==> config.mk <==
export PLATFORM = sky130hd
export DESIGN_NAME = fp_operand_entry
export DESIGN_NICKNAME = d
export VERILOG_FILES = /design/src/rtl/fp_operand_entry.sv
export SDC_FILE = /design/constraint.sdc
export NUM_CORES = 1
export LEC_CHECK = 0
export ABC_AREA = 1
export BUFFER_PORTS_ARGS = -buffer_cell sky130_fd_sc_hd__buf_4
export CORE_MARGIN = 2
export CORE_UTILIZATION = 53
export DETAILED_ROUTE_END_ITERATION = 6
export PLACE_DENSITY = 0.77
export RECOVER_POWER = 50
export SETUP_SLACK_MARGIN = 0.1
export SLEW_MARGIN = 20
export SYNTH_ARGS = -nofsm -noshare
export SYNTH_HDL_FRONTEND = slang
export SYNTH_SLANG_ARGS = --single-unit
==> constraint.sdc <==
create_clock -name clk -period 1.9 [get_ports clk]
set_input_delay 0.38 -clock clk [delete_from_list [all_inputs] [get_ports clk]]
set_output_delay 0.38 -clock clk [all_outputs]
set_load 0.02 [all_outputs]
==> src/rtl/fp_operand_entry.sv <==
// Operand-entry front end for the 13-bit FP adder: synchronises and debounces one
// push-button, then captures two {sign, exp, frac} operands from sw over four presses.
module fp_operand_entry #(
  parameter int DB_COUNT  = 250000,
  parameter int DB_W      = 18,
  parameter bit FORCE_MSB = 1'b1
) (
  input  logic       clk,
  input  logic       reset,
  input  logic       btn_raw,
  input  logic [7:0] sw,
  output logic       sign1,
  output logic [3:0] exp1,
  output logic [7:0] frac1,
  output logic       sign2,
  output logic [3:0] exp2,
  output logic [7:0] frac2,
  output logic       ops_valid,
  output logic [2:0] step,
  output logic       press
);

  typedef enum logic [2:0] {
    S_EXP1  = 3'd0,
    S_FRAC1 = 3'd1,
    S_EXP2  = 3'd2,
    S_FRAC2 = 3'd3,
    S_DONE  = 3'd4
  } state_t;

  localparam logic [DB_W-1:0] CNT_LAST = DB_W'(DB_COUNT - 1);

  state_t          state;
  state_t          state_nxt;
  logic            s1;
  logic            s2;
  logic            db;
  logic            db_d;
  logic [DB_W-1:0] cnt;
  logic [7:0]      frac_cap;

  // Two-flop synchroniser, then db only follows s2 after DB_COUNT stable cycles.
  always_ff @(posedge clk) begin
    if (reset) begin
      s1   <= 1'b0;
      s2   <= 1'b0;
      db   <= 1'b0;
      db_d <= 1'b0;
      cnt  <= '0;
    end else begin
      s1   <= btn_raw;
      s2   <= s1;
      db_d <= db;
      if (s2 != db) begin
        if (cnt == CNT_LAST) begin
          db  <= s2;
          cnt <= '0;
        end else begin
          cnt <= cnt + DB_W'(1);
        end
      end else begin
        cnt <= '0;
      end
    end
  end

  // Rising edge of the debounced level only; releases never count.
  assign press    = db & ~db_d;
  assign frac_cap = {(FORCE_MSB ? 1'b1 : sw[7]), sw[6:0]};
  assign step     = state;

  always_comb begin
    state_nxt = state;
    case (state)
      S_EXP1:  if (press) state_nxt = S_FRAC1;
      S_FRAC1: if (press) state_nxt = S_EXP2;
      S_EXP2:  if (press) state_nxt = S_FRAC2;
      S_FRAC2: if (press) state_nxt = S_DONE;
      S_DONE:  if (press) state_nxt = S_EXP1;
      default: state_nxt = S_EXP1;
    endcase
  end

  // ops_valid is a level with no ready: while high, all six operand fields are
  // stable and belong to one completed entry; it drops on the edge leaving S_DONE.
  always_ff @(posedge clk) begin
    if (reset) begin
      state     <= S_EXP1;
      ops_valid <= 1'b0;
      sign1     <= 1'b0;
      exp1      <= '0;
      frac1     <= '0;
      sign2     <= 1'b0;
      exp2      <= '0;
      frac2     <= '0;
    end else begin
      state     <= state_nxt;
      ops_valid <= (state_nxt == S_DONE);
      if (press) begin
        case (state)
          S_EXP1: begin
            sign1 <= sw[4];
            exp1  <= sw[3:0];
          end
          S_FRAC1: frac1 <= frac_cap;
          S_EXP2: begin
            sign2 <= sw[4];
            exp2  <= sw[3:0];
          end
          S_FRAC2: frac2 <= frac_cap;
          default: ;
        endcase
      end
    end
  end

endmodule

==> impl_metrics.yaml, run 1 <==
status:
  status: "completed"
synth:
  ys.warnings.count: 0
  syn_nets: 291
  synth.top_cell.area_share: 0.4955
  synth_most_common_cell: "nor2_1"
  synth_edf_count: 0
  syn_area_um2: 2101
  ys_seq_area_frac: 0.4955
  syn_avg_cell_area_um2: 7.530
  syn_inst: 279
  synthFlopType: "dfxtp_1"
  synth_area_leader_cell: "dfxtp_1"
  synthTopCellsByCount: "nor2_1, dfxtp_1, nand2_1, o21ai_0, inv_1"
  synth.top_cells.by_area: "dfxtp_1, nor2_1, o21ai_0, nand2_1, inv_1"
  synth-seq-cells: 52
  yosysUniqueCellTypes: 24
  async_reset_ff_frac: 0
final_layout:
  finalNonFillerCells: 372
  antennaDiodeCount: 0
  area_growth_pct: 14.00
  multiInputGateArea_um2: 934.6
  final_layout_size_suffix_gt1_frac: 0.08951
  nNetsFinal: 336
  nFillCells: 391
  final-seq-area_um2: 1041
setup_path:
  crit_start: "db"
  slowest_stage: "nor3_2"
  rr_endpoint: "frac1[5]"
  cp-start-kind: "flip-flop"
  cp_max_fo: 9
  reg2regPathDepth: 7
  cpPeakStageDelay_ps: 400
  regToRegStartpoint: "db"
  cp_cell_sequence: "inv_1, nor2_4, nand2_1, nor3_2, inv_2, nor2_1, nor2_1"
  r2r_setup_slack_ps: 340
  crit_arrival_ps: 1760
  end_kind: "flip-flop"
  crit_required_ps: 2100
  crit_end: "frac1[5]"
  critPathMostFrequentCell: "nor2_1"
  critical_path_class: "flip-flop to flip-flop"
global_routing:
  antenna_found_initial: 0
  grt_pass1_vias: 1657
  grt_pass1_wl_um: 7272
  groute.usage.overall: 0.2142
  grt_max_degree: 27
  grt_overflow_total: 0
placed_design:
  hpwl_um: 3097
  pre_cts_slack_ps: 353.0
  portBuffers: 40
  dp_cells: 365
  finalWeightedCongestion: 0.8998
floorplanning:
  dieArea_um2: 4483
  coreArea_um2: 3744
  row_count: 22
  dieWidth_um: 66.96
  io_pins: 42
  initial_core_util: 0.5612
  die_h_um: 66.96
sta:
  hold_viol: 0
  slew-limit-headroom: 0.6685
  period_needed_ps: 1564
  grt_setup_unrepaired: "false"
  setup_ws_ps: 335.9
  fin_skew_ps: 2.450
  fmax_ghz: 0.6394
  fin_crit_sh: 0.8232
  worst_pin_slew_ps: 494.6
  setup_violations: 0
  finalMaxSlewViolations: 0
  fin_tns_setup_ps: 0
clocking:
  max-clock-path-buffers: 2
  cts_hold_buffers: 0
  htree_levels: 2
  cts_tree: "built"
  path_clk_slew_ps: 80
  clkLatencyLatePin_ps: 300
  cts-resized-gates: 0
  clock_sinks: 52
  postCtsSetupRepairBufs: 0
  numCtsBuffers: 5
  clock-root-buffer: "clkbuf_8"
route:
  num_vias: 1820
  viasPerCell: 4.892
  wl_per_cell_um: 11.25
  drt_iter0_markers: 101
  wl_um: 4186
  drc: 0
  drt_pass1_iterations: 4
  ant_nets: 0
min_path:
  min_from: "btn_raw"
  holdCritPathClass: "input port to flip-flop"
run:
  maxCapViolations: 0
power:
  leakagePower_uw: 0.0008747
  peakVddDrop_v: 0.0004238
  power.density_nw_per_um2: 719.8
[power breakdown]
| part | total (uW) | switching, uW | internal [uW] |
|---|---|---|---|
| sequential | 1090 | 1.30 | 1090 |
| clock | 585 | 333 | 251 |
| combinational | 46.8 | 27.8 | 19.0 |
| total | 1720 | 363 | 1360 |
[area by class of cell]
| cell class | instances | area share |
|---|---|---|
| clock buffers | 6 | 0.03030 |
| flip-flops and latches | 52 | 0.4347 |
| multi-input cells | 200 | 0.3903 |
| repair buffers | 41 | 0.07994 |
| inverters | 24 | 0.03762 |
| clock inverters | 1 | 0.002090 |
| well taps | 48 | 0.02508 |
[metal layers]
| layer | GRT usage | vias to the layer above | share of wire |
|---|---|---|---|
| met3 | 0.05068 | 9 | 0.051 |
| met2 | 0.3200 | 42 | 0.44 |
| li1 | - | 980 | - |
| met4 | 0.08163 | 0 | 0.017 |
| met5 | 0 | - | 0 |
| met1 | 0.2979 | 789 | 0.50 |
[worst min-delay path by stage]
stage,end,slack (ps),cells past startpoint
6_report,s1,280,3
5_1_grt,s1,280,3
4_1_cts,s1,270,3
3_5_place_dp,s2,390,2
3_3_place_gp,s2,390,2
2_1_floorplan,s2,390,2
[logic make-up after synthesis]
family                     share of synthesized area
AOI/OAI and AO/OA                             0.1048
adders and majority gates                   0.005955
and+or+nand+nor                               0.3127
buffers and inverters                        0.05181
xor gates and xnor gates                     0.02918
DFF                                           0.4955
[sequential cells by signal, summed over array words and instances, names as in the netlist]
name	count
exp2	4
frac2	8
frac1	8
sign1	1
step	3
db	1
exp1	4
sign2	1
s2	1
cnt	18
s1	1
db_d	1
ops_valid	1
[stage by stage]
step                utilization  area, um2  power, uW  hold WS, ps
floorplan                     -       2101       1139        388.3
global placement         0.6544       2450       1166        394.4
detailed placement       0.6544       2450       1166        394.9
CTS                      0.6751       2527       1738        270.3
global route             0.6397       2395       1784        277.7
finish                   0.6397       2395       1724        277.2
[critical path, delay by kind of cell, from the launching register on]
kind                   cells  cell delay (ps)
and+or+nand+nor            5              870
DFF                        1              340
buffers and inverters      2              270
[cells in the final DEF (no fill, tap or decap)]
| cell | n |
|---|---|
| o21bai_1 | 2 |
| nand3_2 | 2 |
| clkinv_2 | 1 |
| inv_1 | 21 |
| inv_2 | 3 |
| nand4_1 | 5 |
| o21ai_0 | 29 |
| clkbuf_1 | 32 |
| or2_0 | 3 |
| nor2_4 | 2 |
| nand2_1 | 33 |
| nor2_2 | 3 |
| nand3_1 | 10 |
| xnor2_1 | 2 |
| ha_1 | 1 |
| nor2_1 | 87 |
| xor2_1 | 5 |
| dfxtp_1 | 52 |
| clkbuf_8 | 5 |
| a21oi_1 | 12 |
| nand2_2 | 2 |
| nor3_2 | 1 |
| buf_4 | 10 |
| nor4_1 | 1 |
(Power assumes the default switching activity.)
==> inputs of run 2 (changes only) <==
--- a/config.mk
+++ b/config.mk
@@ -5,12 +5,12 @@
 export SDC_FILE = /design/constraint.sdc
 export NUM_CORES = 1
 export LEC_CHECK = 0
-export ABC_AREA = 1
+export ABC_AREA = 0
 export BUFFER_PORTS_ARGS = -buffer_cell sky130_fd_sc_hd__buf_4
 export CORE_MARGIN = 2
-export CORE_UTILIZATION = 53
+export CORE_UTILIZATION = 48
 export DETAILED_ROUTE_END_ITERATION = 6
-export PLACE_DENSITY = 0.77
+export PLACE_DENSITY = 0.74
 export RECOVER_POWER = 50
 export SETUP_SLACK_MARGIN = 0.1
 export SLEW_MARGIN = 20
==> constraint.sdc (replaced) <==
create_clock -name clk -period 1.35 [get_ports clk]
set_input_delay 0.27 -clock clk [delete_from_list [all_inputs] [get_ports clk]]
set_output_delay 0.27 -clock clk [all_outputs]
set_load 0.02 [all_outputs]
==> run 2 against run 1 <==
Compared with the run above: the flow now finishes with violations (setup timing); wire length rose by 16%; worst setup slack got worse by 700 ps; clock skew rose by 5.4 ps; die area rose by 8.1%; synthesized cell count fell by 22%; global-route usage fell by 1.5 points; worst hold slack got worse by 110 ps.
==> impl_metrics.yaml, run 2 <==
sta:
  fin_crit_sh: 1.271
  fin_skew_ps: 7.828
  slew-limit-headroom: 0.5572
  finalMaxSlewViolations: 0
  period_needed_ps: 1715
  hold-worst-slack_ps: 166.2
  worst_pin_slew_ps: 664.2
  fmax_ghz: 0.5830
  hold_viol: 0
  setup_ws_ps: -365.3
  setup_violations: 28
  grt_setup_unrepaired: "true"
synth:
  synth_most_common_cell: "dfxtp_1"
  synth_edf_count: 0
  synthFlopType: "dfxtp_1"
  post_synth_xor_area_fraction: 0.07203
  synth.top_cell.area_share: 0.5036
  synthTopCellsByCount: "dfxtp_1, nor2_1, mux2i_1, nand3_1"
  ys_seq_area_frac: 0.5036
  synth_compound_area_frac: 0.03995
  synth_top_family_by_area: "simple AND/OR/NAND/NOR gates"
  synth.top_cells.by_area: "dfxtp_1, mux2i_1, nor2_1, xnor2_1, nand3_1"
  yosysUniqueCellTypes: 31
  synth-seq-cells: 52
  syn_inst: 218
  synth_area_leader_cell: "dfxtp_1"
  syn_nets: 230
  syn_area_um2: 2067
  async_reset_ff_frac: 0
  yosys.area_share.simple: 0.2548
  synthMuxAreaShare: 0.09927
  ys.warnings.count: 0
  syn_avg_cell_area_um2: 9.482
  synth-adder-area-share: 0.006053
route:
  wl_um: 4841
  ant_nets: 0
  num_vias: 1789
  drc: 0
  viasPerCell: 5.054
  drt_iter0_markers: 106
  drt_pass1_iterations: 4
  wl_per_cell_um: 13.68
floorplanning:
  dieWidth_um: 69.62
  io_pins: 42
  die_h_um: 69.62
  initial_core_util: 0.5058
  row_count: 23
  dieArea_um2: 4847
  coreArea_um2: 4086
status:
  status: "finished with violations"
  violations: "setup timing"
setup_path:
  crit_start: "cnt[1]"
  cp-start-kind: "flip-flop"
  regToRegStartpoint: "cnt[1]"
  crit_required_ps: 1550
  end_kind: "flip-flop"
  cp_max_fo: 2
  critical_path_class: "flip-flop to flip-flop"
  crit_arrival_ps: 1910
final_layout:
  final_layout_size_suffix_gt1_frac: 0.3158
  nNetsFinal: 315
  top_register: "cnt"
  area_growth_pct: 39.95
  postLayoutCellArea_um2: 2893
  antennaDiodeCount: 0
  reg.largest.list: "cnt: 18 flops, frac1: 8 flops, frac2: 8 flops"
  finalNonFillerCells: 354
  final_cell_mix: "buf_4, dfxtp_1, nor2_1"
  largest_reg_flops: 18
  final_common_cell: "buf_4"
clocking:
  clock_sinks: 52
  path_clk_slew_ps: 100
  numCtsBuffers: 5
  clkLatencyLatePin_ps: 310
  max-clock-path-buffers: 2
  clock-root-buffer: "clkbuf_8"
  cts_tree: "built"
  cts_hold_buffers: 0
  htree_levels: 2
min_path:
  holdCritPathClass: "input port to flip-flop"
  min_from: "btn_raw"
run:
  maxCapViolations: 0
global_routing:
  groute.usage.overall: 0.1996
  grt_pass1_wl_um: 7797
  grt_overflow_total: 0
  antenna_found_initial: 0
  grt_pass1_vias: 1685
  grt_max_degree: 18
power:
  p_comb_frac: 0.029
  p_int_uw: 1936
  swShare: 0.2261
  peakVddDrop_v: 0.0007192
  power_frac_seq: 0.613
  p_sw_uw: 565.5
  leakagePower_uw: 0.001150
  power.density_nw_per_um2: 864.6
  total_power_uw: 2501
  clkPwrFrac: 0.357
placed_design:
  dp_cells: 336
  finalWeightedCongestion: 0.8244
  pre_cts_slack_ps: -367.9
  hpwl_um: 3439
  portBuffers: 40
  placed_area_um2: 2759
## run 2: cell count changes after synthesis, moves of 4 or more
cell,delta
nor2_1,-45
o21ai_0,-27
mux2i_1,+19
nand2_1,-19
inv_1,-18
xnor2_1,+10
clkbuf_1,+7
nor3_1,+7
nand3_1,+6
nor2b_1,+5
inv_2,-4
## run 2: routing by layer
layer	part of all wire	wire length (um)	up-vias	GRT usage
met4	0.010	49	0	0.05556
met3	0.044	215	7	0.04506
li1	-	-	911	-
met5	0	0	-	0
met1	0.48	2331	832	0.2761
met2	0.46	2244	39	0.3152
## run 2: kinds of logic after synthesis
logic type,Yosys count
AO/OA/AOI/OAI,12
XOR/XNOR,17
adder cells (fa/ha/maj),1
buffers and inverters,12
flip-flops,52
multiplexers,20
AND/OR/NAND/NOR,104
## run 2: worst paths after layout
check	slack, ps	depth (start not counted)	to
setup / recovery	-370	5	db
hold / removal	170	2	s1
setup reg to reg	-370	5	db
hold reg to reg	460	2	exp1[3]
## run 2: final cells by class
type	count	area [um2]
fillers	323	1194
flip-flops and latches	52	1057
multi-input cells	154	1045
repair buffers	88	630.6
clock buffers	5	68.82
well taps	50	62.56
clock inverters	3	21.27
inverters	2	7.507
## run 2: per-stage QoR
step	utilization	setup TNS, ps
4_1_cts	0.7171	-6177
3_5_place_dp	0.6751	-6188
6_report	0.7079	-6600
2_1_floorplan	-	-5438
5_1_grt	0.7079	-8901
3_3_place_gp	0.6751	-5717
## run 2: power by group through the flow
| stage | registers, uW | clock network (uW) | logic (uW) |
|---|---|---|---|
| 2_1_floorplan | 1570 | 0 | 25.4 |
| 3_3_place_gp | 1570 | 0 | 67.9 |
| 3_5_place_dp | 1570 | 0 | 68.9 |
| 4_1_cts | 1540 | 916 | 69.7 |
| 5_1_grt | 1540 | 967 | 78.6 |
| 6_report | 1530 | 894 | 73.4 |
## run 2: timing repair
| action | 4_1_cts | 5_1_grt |
|---|---|---|
| gates resized for setup | 12 | 4 |
| gates cloned | 1 | 1 |
| setup buffers | 5 | 3 |
| endpoints found under the setup margin | 35 | 47 |
| pin swaps | 7 | 7 |
## run 2: critical path: stages, from the launching register on
cell	delay, ps
dfxtp_2	370
ha_4	140
and4_4	230
nand3_4	80
or4_4	500
mux2_4	300
